--- src/rtl/clk_xing_pkg.sv ---
// Shared defaults and sizing helpers for the fast/slow clock-crossing event blocks.
package clk_xing_pkg;

  localparam int unsigned DATA_W_DEF = 32;
  localparam int unsigned DEPTH_DEF  = 4;
  localparam int unsigned CNT_W_DEF  = $clog2(DEPTH_DEF) + 1;

  // Occupancy counter must represent 0..depth inclusive.
  function automatic int unsigned cnt_width(input int unsigned depth);
    return $clog2(depth) + 1;
  endfunction

endpackage

--- src/rtl/slow_clk_rise_detect.sv ---
// Detects a rising edge of the slow clock by sampling it as a level on clk_fast.
module slow_clk_rise_detect (
  input  logic clk_fast,
  input  logic reset,
  input  logic clk_slow,
  output logic slow_rise
);

  logic prev_slow;

  // Resets high so a slow clock already high at release is not seen as an edge.
  always_ff @(posedge clk_fast or negedge reset) begin
    if (!reset) prev_slow <= 1'b1;
    else        prev_slow <= clk_slow;
  end

  assign slow_rise = !prev_slow && clk_slow;

endmodule

--- src/rtl/fast_to_slow_clk_signal.sv ---
// Buffers fast-domain event strobes with payload and replays them one per slow-clock period.
module fast_to_slow_clk_signal
  import clk_xing_pkg::*;
#(
  parameter int unsigned DATA_W = DATA_W_DEF,
  parameter int unsigned DEPTH  = DEPTH_DEF
) (
  input  logic              clk_fast,
  input  logic              reset,
  input  logic              clk_slow,
  input  logic              signal_in,
  input  logic [DATA_W-1:0] data_in,
  output logic              full,
  output logic              signal_out,
  output logic [DATA_W-1:0] data_out,
  output logic              overflow
);

  localparam int unsigned PTR_W = $clog2(DEPTH);
  localparam int unsigned CNT_W = cnt_width(DEPTH);

  logic              slow_rise;
  logic              push;
  logic              pop;
  logic [PTR_W-1:0]  head;
  logic [PTR_W-1:0]  tail;
  logic [CNT_W-1:0]  count;
  logic [CNT_W-1:0]  count_nxt;
  logic [DATA_W-1:0] mem [DEPTH];

  slow_clk_rise_detect u_rise (
    .clk_fast  (clk_fast),
    .reset     (reset),
    .clk_slow  (clk_slow),
    .slow_rise (slow_rise)
  );

  // A pop frees a slot in the same cycle, so a full buffer can still accept on a slow edge.
  always_comb begin
    pop       = slow_rise && (count != '0);
    push      = signal_in && (!full || pop);
    overflow  = signal_in && !push;
    count_nxt = count + CNT_W'(push) - CNT_W'(pop);
  end

  always_ff @(posedge clk_fast) begin
    if (push) mem[tail] <= data_in;
  end

  always_ff @(posedge clk_fast or negedge reset) begin
    if (!reset) begin
      head  <= '0;
      tail  <= '0;
      count <= '0;
      full  <= 1'b0;
    end else begin
      if (push) tail <= tail + PTR_W'(1);
      if (pop)  head <= head + PTR_W'(1);
      count <= count_nxt;
      full  <= (count_nxt == CNT_W'(DEPTH));
    end
  end

  // Output only changes on a slow edge; reads the pre-push head so there is no bypass.
  always_ff @(posedge clk_fast or negedge reset) begin
    if (!reset) begin
      signal_out <= 1'b0;
      data_out   <= '0;
    end else if (slow_rise) begin
      signal_out <= pop;
      if (pop) data_out <= mem[head];
    end
  end

endmodule

--- config.mk ---
export PLATFORM = sky130hd
export DESIGN_NAME = fast_to_slow_clk_signal
export DESIGN_NICKNAME = d
export VERILOG_FILES = /design/src/rtl/clk_xing_pkg.sv /design/src/rtl/slow_clk_rise_detect.sv /design/src/rtl/fast_to_slow_clk_signal.sv
export SDC_FILE = /design/constraint.sdc
export NUM_CORES = 1
export LEC_CHECK = 0
export CAP_MARGIN = 30
export CORE_MARGIN = 8
export CORE_UTILIZATION = 40
export DETAILED_ROUTE_END_ITERATION = 10
export GPL_TIMING_DRIVEN = 1
export SLEW_MARGIN = 20
export SYNTH_ARGS = -nofsm -noshare
export SYNTH_HDL_FRONTEND = slang
export SYNTH_HIERARCHICAL = 1
export SYNTH_SLANG_ARGS = --single-unit
--- constraint.sdc ---
create_clock -name clk_fast -period 2.45 [get_ports clk_fast]
set_input_delay 0.49 -clock clk_fast [delete_from_list [all_inputs] [get_ports clk_fast]]
set_output_delay 0.49 -clock clk_fast [all_outputs]
set_load 0.02 [all_outputs]
# Word-level counts from Yosys, hierarchy flattened
# Memory sizes are Yosys's and may differ from the RTL's. A register that Yosys moved wholly into a read port is not among the register bits.
# Index checks and enable logic that the tools add are counted.
[totals] regBits=10 ramBits=128 input_bits=36 out_inout_bits=35 elab_cells=25 n_memories=1
[mem_list] name="mem" depth=4 word_bits=32 read_ports=1 rd_clocked_by_memory_dff=1 wr=1 line="fast_to_slow_clk_signal.sv:29" source="logic [DATA_W-1:0] mem [DEPTH];"
[classes] n_addsub=4 eq_ne=1 n_mux=2 n_reduce_logical=11
[ops] cell="$add 2x1->2 const B" n=2
[ops] cell="$logic_and 1x1->1" n=4
[ops] cell="$logic_not 1->1" n=4
[ops] cell="$add 3x1->3" n=1
[ops] cell="$eq 3x3->1 const B" n=1
[ops] cell="$reduce_bool 3->1" n=1
[ops] cell="$sub 3x1->3" n=1
[ops] cell="$mux 1" n=2
[ops] cell="$reduce_and 2->1" n=1
[ops] cell="$logic_or 1x1->1" n=1

# Logic depth before layout (Yosys ltp)
# Gate-level depths: netlist of run 1.
[depth] word_depth=8 depth_mapped=11 ltp_nobuf=10

# Cells and area by module
# Netlist of run 1, hierarchy kept.
[modules_own_cells] module="fast_to_slow_clk_signal" n_inst=1 cells_each=342 area_each_um2=6281.0 seq_area_each_um2=4869.7
[modules_own_cells] module="slow_clk_rise_detect" n_inst=1 cells_each=2 area_each_um2=40.0 seq_area_each_um2=26.3

# Worst setup path before layout of run 1
# No wires, ideal clock.
[synth_timing] path_kind="register to register" start="register count[1]" end="register full" setup_time_ns=0.088 t_arrival_ns=2.471 t_required_ns=2.362 setup_slack_ns=-0.110 stages_incl_launch_ff=11 path_buffers=1 period_less_slack_ns=2.560 path_cell_list="dfrtp_1 > o31ai_4 > inv_2 > clkbuf_1 > ha_1 > inv_1 > ha_1 > fa_1 > xnor2_1 > xnor2_1 > nor3b_1"
[synth_via] elab_chain_cells=7
[synth_rtl] element="from (decl)" line="fast_to_slow_clk_signal.sv:27" source="logic [CNT_W-1:0] count;"
[synth_rtl] element="from (signal assigned)" line="fast_to_slow_clk_signal.sv:59" source="count <= count_nxt;"
[synth_rtl] element="$reduce_bool 3->1 (*)" line="fast_to_slow_clk_signal.sv:40" source="pop = slow_rise && (count != '0);"
[synth_rtl] element="$logic_and 1x1->1 (*)" line="fast_to_slow_clk_signal.sv:40"
[synth_rtl] element="via pop" line="fast_to_slow_clk_signal.sv:24" source="logic pop;"
[synth_rtl] element="$logic_or 1x1->1" line="fast_to_slow_clk_signal.sv:41" source="push = signal_in && (!full || pop);"
[synth_rtl] element="$logic_and 1x1->1" line="fast_to_slow_clk_signal.sv:41"
[synth_rtl] element="$add 3x1->3" line="fast_to_slow_clk_signal.sv:43" source="count_nxt = count + CNT_W'(push) - CNT_W'(pop);"
[synth_rtl] element="$sub 3x1->3 (*)" line="fast_to_slow_clk_signal.sv:43"
[synth_rtl] element="via count_nxt[2]" line="fast_to_slow_clk_signal.sv:28" source="logic [CNT_W-1:0] count_nxt;"
[synth_rtl] element="$eq 3x3->1 (*)" line="fast_to_slow_clk_signal.sv:60" source="full <= (count_nxt == CNT_W'(DEPTH));"
[synth_rtl] element="to (signal assigned)" line="fast_to_slow_clk_signal.sv:60"
[synth_rtl] element="to (decl)" line="fast_to_slow_clk_signal.sv:13" source="output logic full,"
# Mark *: on every way through the listed nets, which the timed path passes. The rest lies on a longest branch.
# A chain may end at the register's enable or synchronous reset.

# Final worst setup path of run 1
[layout_timing] start="input clk_slow" end="output overflow"
[layout_via] elab_chain_cells=6
[layout_rtl] element="from (decl)" line="fast_to_slow_clk_signal.sv:10" source="input logic clk_slow,"
[layout_rtl] element="$logic_and 1x1->1" line="slow_clk_rise_detect.sv:17" source="assign slow_rise = !prev_slow && clk_slow;"
[layout_rtl] element="via slow_rise" line="fast_to_slow_clk_signal.sv:22" source="logic slow_rise;"
[layout_rtl] element="$logic_and 1x1->1" line="fast_to_slow_clk_signal.sv:40"
[layout_rtl] element="$logic_or 1x1->1" line="fast_to_slow_clk_signal.sv:41"
[layout_rtl] element="$logic_and 1x1->1" line="fast_to_slow_clk_signal.sv:41"
[layout_rtl] element="$logic_not 1->1" line="fast_to_slow_clk_signal.sv:42" source="overflow = signal_in && !push;"
[layout_rtl] element="$logic_and 1x1->1" line="fast_to_slow_clk_signal.sv:42"
[layout_rtl] element="to (decl)" line="fast_to_slow_clk_signal.sv:16" source="output logic overflow"
# The timed path passes the listed nets, and every way through them passes these cells.

==> results of run 1 <==
[worst max-delay path, stage by stage]
cell             delay [ns]
clkdlybuf4s50_1        0.49
nor2b_4                0.18
o31ai_4                0.11
buf_12                 0.14
and3_1                 0.16
dlygate4sd2_1          0.31
[synth_stat cells]
library cell / count / area (um^2)
buf_2: 5 / 25.0
a21boi_2: 1 / 11.3
and2_1: 4 / 25.0
dfrtp_1: 41 / 1030
clkbuf_1: 6 / 22.5
o31ai_4: 1 / 21.3
mux2_1: 1 / 11.3
inv_2: 1 / 3.75
nor2b_4: 1 / 13.8
buf_4: 3 / 22.5
ha_1: 6 / 75.1
and3_1: 1 / 6.26
nor3b_1: 1 / 7.51
nand2_1: 97 / 364
fa_1: 1 / 20.0
xnor2_1: 5 / 43.8
inv_1: 7 / 26.3
dfstp_2: 1 / 26.3
o21ai_0: 1 / 5.00
edfxtp_1: 128 / 3840
mux4_2: 32 / 721
[power groups by stage]
stage / registers (mW) / clock network (mW) / logic (mW)
after global placement: 4.18 / 0 / 3.02
after floorplan: 4.47 / 0 / 1.54
final: 4.15 / 2.83 / 3.02
after detailed placement: 4.22 / 0 / 3.08
after global routing: 4.23 / 3.01 / 3.29
after CTS: 4.17 / 2.90 / 3.09
[kinds of logic after synthesis]
group | share of synthesized area, %
compound gates | 0.594
buf+inv | 1.58
xor+xnor | 0.693
mux | 11.6
flops | 77.5
fa+ha+maj | 1.50
simple gates | 6.59
[path summary, 6_finish.rpt]
check | to | slack, ns | cells past startpoint
setup / recovery | overflow | 0.08 | 6
hold / removal | data_out[28]$_DFFE_PN0P_ | 0.47 | 2
setup reg to reg | full$_DFF_PN0_ | 0.16 | 9
hold reg to reg | data_out[28]$_DFFE_PN0P_ | 0.47 | 2
max in group asynchronous | u_rise/prev_slow$_DFF_PN1_ | 1.27 | 3
min in group asynchronous | data_out[20]$_DFFE_PN0P_ | 0.52 | 2
[state kept, by name, indices dropped and copies added, names as in the netlist]
signal	flops
tail	2
data_out	32
signal_out	1
mem	128
u_rise/prev_slow	1
full	1
count	3
head	2
[final cells by class]
class	instances	area, um^2	share of cell area [%]
Clock inverter	10	164	2.00
Timing Repair Buffer	90	985	12.0
Multi-Input combinational cell	152	1370	16.7
Inverter	8	30.0	0.367
Tap cell	216	270	3.30
Clock buffer	22	474	5.79
Sequential cell	170	4900	59.8
[stage by stage]
stage               area (um^2)  total power, mW  setup WS (ns)
floorplan                  6370             6.01        -0.0109
global placement           7540             7.21         -0.145
detailed placement         7540             7.30         -0.242
CTS                        8190             10.2         0.0702
global route               8190             10.5         0.0143
finish                     8190             10.0         0.0845
[timing repair]
action	4_1_cts	5_1_grt
hold buffers	1	0
setup endpoints to repair	1	0
endpoints found under the hold margin	12	0
gates resized for setup	1	0
[layer usage]
layer / vias to the layer above / wire (um) / global-route usage [%]
li1: 1468 / - / -
met1: 1609 / 5230 / 15.8
met2: 67 / 5900 / 20.7
met3: 17 / 583 / 4.00
met4: 0 / 225 / 6.11
met5: - / 0 / 0
==> flow_metrics.env, run 1 <==
export IMPL_status="complete, no violations"
export IMPL_utilization_pct=52.3
export IMPL_ant_nets=0
export IMPL_synth_seq_cells=170
export IMPL_setup_tns_ns=0
export IMPL_hpwl_mm=7.75
export IMPL_slew_headroom_pct=73.6
export IMPL_clock_sinks=170
export IMPL_drive_above_1_share_pct=21.7
export IMPL_dr_pass1_iters=4
export IMPL_combPwrFrac_pct=30.2
export IMPL_power_density_nw_per_um2=1220
export IMPL_dieHeight_um=142
export IMPL_numCtsBuffers=17
export IMPL_grt_start_max_net_pins=35
export IMPL_synthToLayoutAreaGrowth_pct=29.6
export IMPL_finalHoldViolations=0
export IMPL_dp_cells=635
export IMPL_post_cts_setup_buffers=0
export IMPL_hp_start="data_out[28]$_DFFE_PN0P_"
export IMPL_crit_path_start="clk_slow"
export IMPL_finalClockSkew_ns=0.00787
export IMPL_min_path_type="flip-flop to flip-flop"
export IMPL_synth_nets=387
export IMPL_layout_commonest_cell="edfxtp_1"
export IMPL_final_max_slew_viol_count=0
export IMPL_htreeDepth=4
export IMPL_fin_cells=668
export IMPL_drc_errors=0
export IMPL_grt_pass1_wl_mm=19.2
export IMPL_critPathMaxFanout=4
export IMPL_syn_inst=344
export IMPL_power_internal_mw=7.19
export IMPL_p_leak_nw=3.04
export IMPL_yosys_cell_types_count=21
export IMPL_min_period_ns=2.37
export IMPL_worst_pin_slew_ns=0.395
export IMPL_synth_warnings=6
export IMPL_nFillCells=1289
export IMPL_final_nets=482
export IMPL_cp_required_ns=1.96
export IMPL_die_w_um=142
export IMPL_arrival_ns=1.88
export IMPL_p_sw_share_pct=28.1
export IMPL_max_freq_mhz=423
export IMPL_grt_overflow_total=0
export IMPL_fp_row_count=46
export IMPL_rsz0062_at_grt="no"
export IMPL_r2r_start="count[1]$_DFF_PN0_"
export IMPL_track_usage_pct=13.0
export IMPL_clk_pin_slew_ns=0.06
export IMPL_finalSetupViolCount=0
export IMPL_end_kind="primary output"
export IMPL_synth_avg_cell_area_um2=18.4
export IMPL_first_iter_violations=200
export IMPL_antenna_found_initial=0
export IMPL_clock_path_buffers=2
export IMPL_drv_cap=0
export IMPL_whs_ns=0.474
export IMPL_core_area_um2=15700
export IMPL_vias=3161
export IMPL_p_sw_mw=2.81
export IMPL_cts_tree="done"
export IMPL_start_kind="input pin"
export IMPL_io_buffers=70
export IMPL_pin_count=71
export IMPL_post_route_period_util_pct=96.6
export IMPL_die_area_um2=20100
export IMPL_insertion_delay_ns=0.42
export IMPL_gp_congestion=0.669
export IMPL_grt_pass1_vias=3450
export IMPL_clock_power_share_pct=28.3
export IMPL_antenna_cells=0
export IMPL_p_seq_share_pct=41.5
export IMPL_max_vdd_ir_drop_mv=0.557
export IMPL_yosysSeqAreaShare_pct=77.5
export IMPL_root_buffer="clkbuf_16"
export IMPL_layout_common_cells="edfxtp_1, nand2_1, clkdlybuf4s50_1"
export IMPL_wire_per_inst_um=17.9
export IMPL_wl_mm=11.9
export IMPL_path_class="input pin to primary output"
export IMPL_routed_via_density=4.73
export IMPL_synth_area_um2=6320
export IMPL_start_util_pct=40.4
No activity file was read; power rests on OpenSTA's default activity.
==> inputs of run 2 (changes only) <==
--- a/config.mk
+++ b/config.mk
@@ -6,7 +6,7 @@
 export NUM_CORES = 1
 export LEC_CHECK = 0
 export CAP_MARGIN = 30
-export CORE_MARGIN = 8
+export CORE_MARGIN = 10
 export CORE_UTILIZATION = 40
 export DETAILED_ROUTE_END_ITERATION = 10
 export GPL_TIMING_DRIVEN = 1
==> run 2 against run 1 <==
Maximum frequency increased by 2.8%. Total power decreased by 3.2%. Routed wire length increased by 1.6%. Sequential share of layout area increased by 0.97 points. Largest cell class unchanged. Highest routed layer unchanged.
==> flow_metrics.env, run 2 (synthesis gave the netlist of run 1 again) <==
export IMPL_clock_sinks=170
export IMPL_rsz0062_at_grt="no"
export IMPL_finalClockSkew_ns=0.0102
export IMPL_wl_mm=12.1
export IMPL_hpwl_mm=8.02
export IMPL_drv_cap=0
export IMPL_arrival_ns=2.65
export IMPL_layout_commonest_cell="edfxtp_1"
export IMPL_start_util_pct=41.1
export IMPL_antenna_cells=0
export IMPL_regArea_um2=4900
export IMPL_largest_register_ff_count=128
export IMPL_final_nets=486
export IMPL_cp_required_ns=2.80
export IMPL_start_kind="input pin"
export IMPL_setup_tns_ns=0
export IMPL_finalSetupViolCount=0
export IMPL_track_usage_pct=12.2
export IMPL_ant_nets=0
export IMPL_htreeDepth=4
export IMPL_antenna_found_initial=0
export IMPL_post_route_period_util_pct=93.9
export IMPL_grt_start_max_net_pins=34
export IMPL_cts_tree="done"
export IMPL_top_regs="mem (128), data_out (32), count (3)"
export IMPL_layout_setup_ws_ns=0.150
export IMPL_worst_pin_slew_ns=0.804
export IMPL_critPathMaxFanout=4
export IMPL_nFillCells=1231
export IMPL_wire_per_inst_um=18.2
export IMPL_insertion_delay_ns=0.43
export IMPL_slew_headroom_pct=46.4
export IMPL_cts_hold_buf=0
export IMPL_pin_count=71
export IMPL_utilization_pct=52.4
export IMPL_routed_via_density=4.76
export IMPL_vias=3176
export IMPL_path_class="input pin to flip-flop"
export IMPL_die_w_um=146
export IMPL_grt_overflow_total=0
export IMPL_die_area_um2=21200
export IMPL_multi_input_area_um2=1370
export IMPL_gp_congestion=0.721
export IMPL_dr_pass1_iters=4
export IMPL_clk_pin_slew_ns=0.06
export IMPL_dieHeight_um=146
export IMPL_power_density_nw_per_um2=1200
export IMPL_layout_common_cells="edfxtp_1, nand2_1, clkdlybuf4s50_1"
export IMPL_end_kind="flip-flop"
export IMPL_status="complete, no violations"
export IMPL_fp_row_count=45
export IMPL_pre_cts_slack_ns=-0.251
export IMPL_grt_pass1_wl_mm=19.7
export IMPL_clock_path_buffers=2
export IMPL_final_max_slew_viol_count=0
export IMPL_p_leak_nw=3.00
export IMPL_max_freq_mhz=435
export IMPL_root_buffer="clkbuf_16"
export IMPL_min_path_type="input pin to async pin"
export IMPL_synthToLayoutAreaGrowth_pct=27.5
export IMPL_io_buffers=70
export IMPL_grt_pass1_vias=3467
export IMPL_core_area_um2=15400
export IMPL_finalHoldViolations=0
export IMPL_max_vdd_ir_drop_mv=0.539
export IMPL_total_power_mw=9.68
export IMPL_drive_above_1_share_pct=21.9
export IMPL_numCtsBuffers=17
export IMPL_min_period_ns=2.30
export IMPL_drc_errors=0
export IMPL_first_iter_violations=194
export IMPL_regMostFlops="mem"
[run 2: changes by cell type in the layout (fill, tap and decap cells not counted)]
cell           change
buf_4             +12
buf_12             -7
clkbuf_1           +4
bufinv_16          -3
clkinvlp_4         +2
dlygate4sd3_1      -1
clkbuf_16          +1
clkinv_1           -1
inv_6              -1
clkinv_4           -2
[run 2: power breakdown]
part           total [mW]  internal (mW)  switching [mW]
Clock                2.58           1.54            1.04
Combinational        2.93           1.47            1.46
Sequential           4.17           3.87           0.294
Total                9.68           6.88            2.79
[run 2: metrics by stage]
step | instances | hold WS, ns | area, um^2
4_1_cts | 667 | 0.185 | 8060
6_report | 667 | 0.154 | 8060
5_1_grt | 667 | 0.202 | 8060
2_1_floorplan | 344 | 0.194 | 6370
3_5_place_dp | 634 | 0.462 | 7480
3_3_place_gp | 634 | 0.456 | 7480
[run 2: cell type report]
cell class | count | share of cell area, %
Timing Repair Buffer | 94 | 11.5
Inverter | 8 | 0.373
Multi-Input combinational cell | 152 | 17.0
Clock inverter | 5 | 0.730
Clock buffer | 27 | 6.38
Sequential cell | 170 | 60.8
Tap cell | 211 | 3.28
[run 2: critical path, cell delays in order]
cell	delay [ns]
clkdlybuf4s50_1	0.43
nor2b_4	0.15
o31ai_4	0.05
buf_4	0.17
inv_2	0.05
ha_4	0.25
inv_2	0.03
ha_4	0.14
fa_2	0.37
xnor2_2	0.15
xnor2_1	0.19
nor3b_2	0.17
[run 2: worst paths after layout]
check	slack, ns	endpoint	start	cells after the start
max in group asynchronous	1.63	data_out[6]$_DFFE_PN0P_	reset	2
min in group clk_fast	0.47	data_out[12]$_DFFE_PN0P_	data_out[12]$_DFFE_PN0P_	2
setup / recovery	0.15	full$_DFF_PN0_	clk_slow	12
setup reg to reg	0.17	full$_DFF_PN0_	count[1]$_DFF_PN0_	10
hold / removal	0.15	data_out[14]$_DFFE_PN0P_	reset	1
hold reg to reg	0.47	data_out[12]$_DFFE_PN0P_	data_out[12]$_DFFE_PN0P_	2
[run 2: routing by layer]
metal  track usage, %  up-vias  routed length, um  part of all wire, %
li1                 -     1468                  -                    -
met1             15.2     1620               5400                   45
met2             18.7       67               5910                   49
met3             3.97       21                534                  4.4
met4             5.86        0                290                  2.4
met5                0        -                  0                    0
[run 2: repair_timing]
action,in CTS,in global routing
setup buffers,1,0
endpoints found under the setup margin,1,0
gates resized for setup,1,0
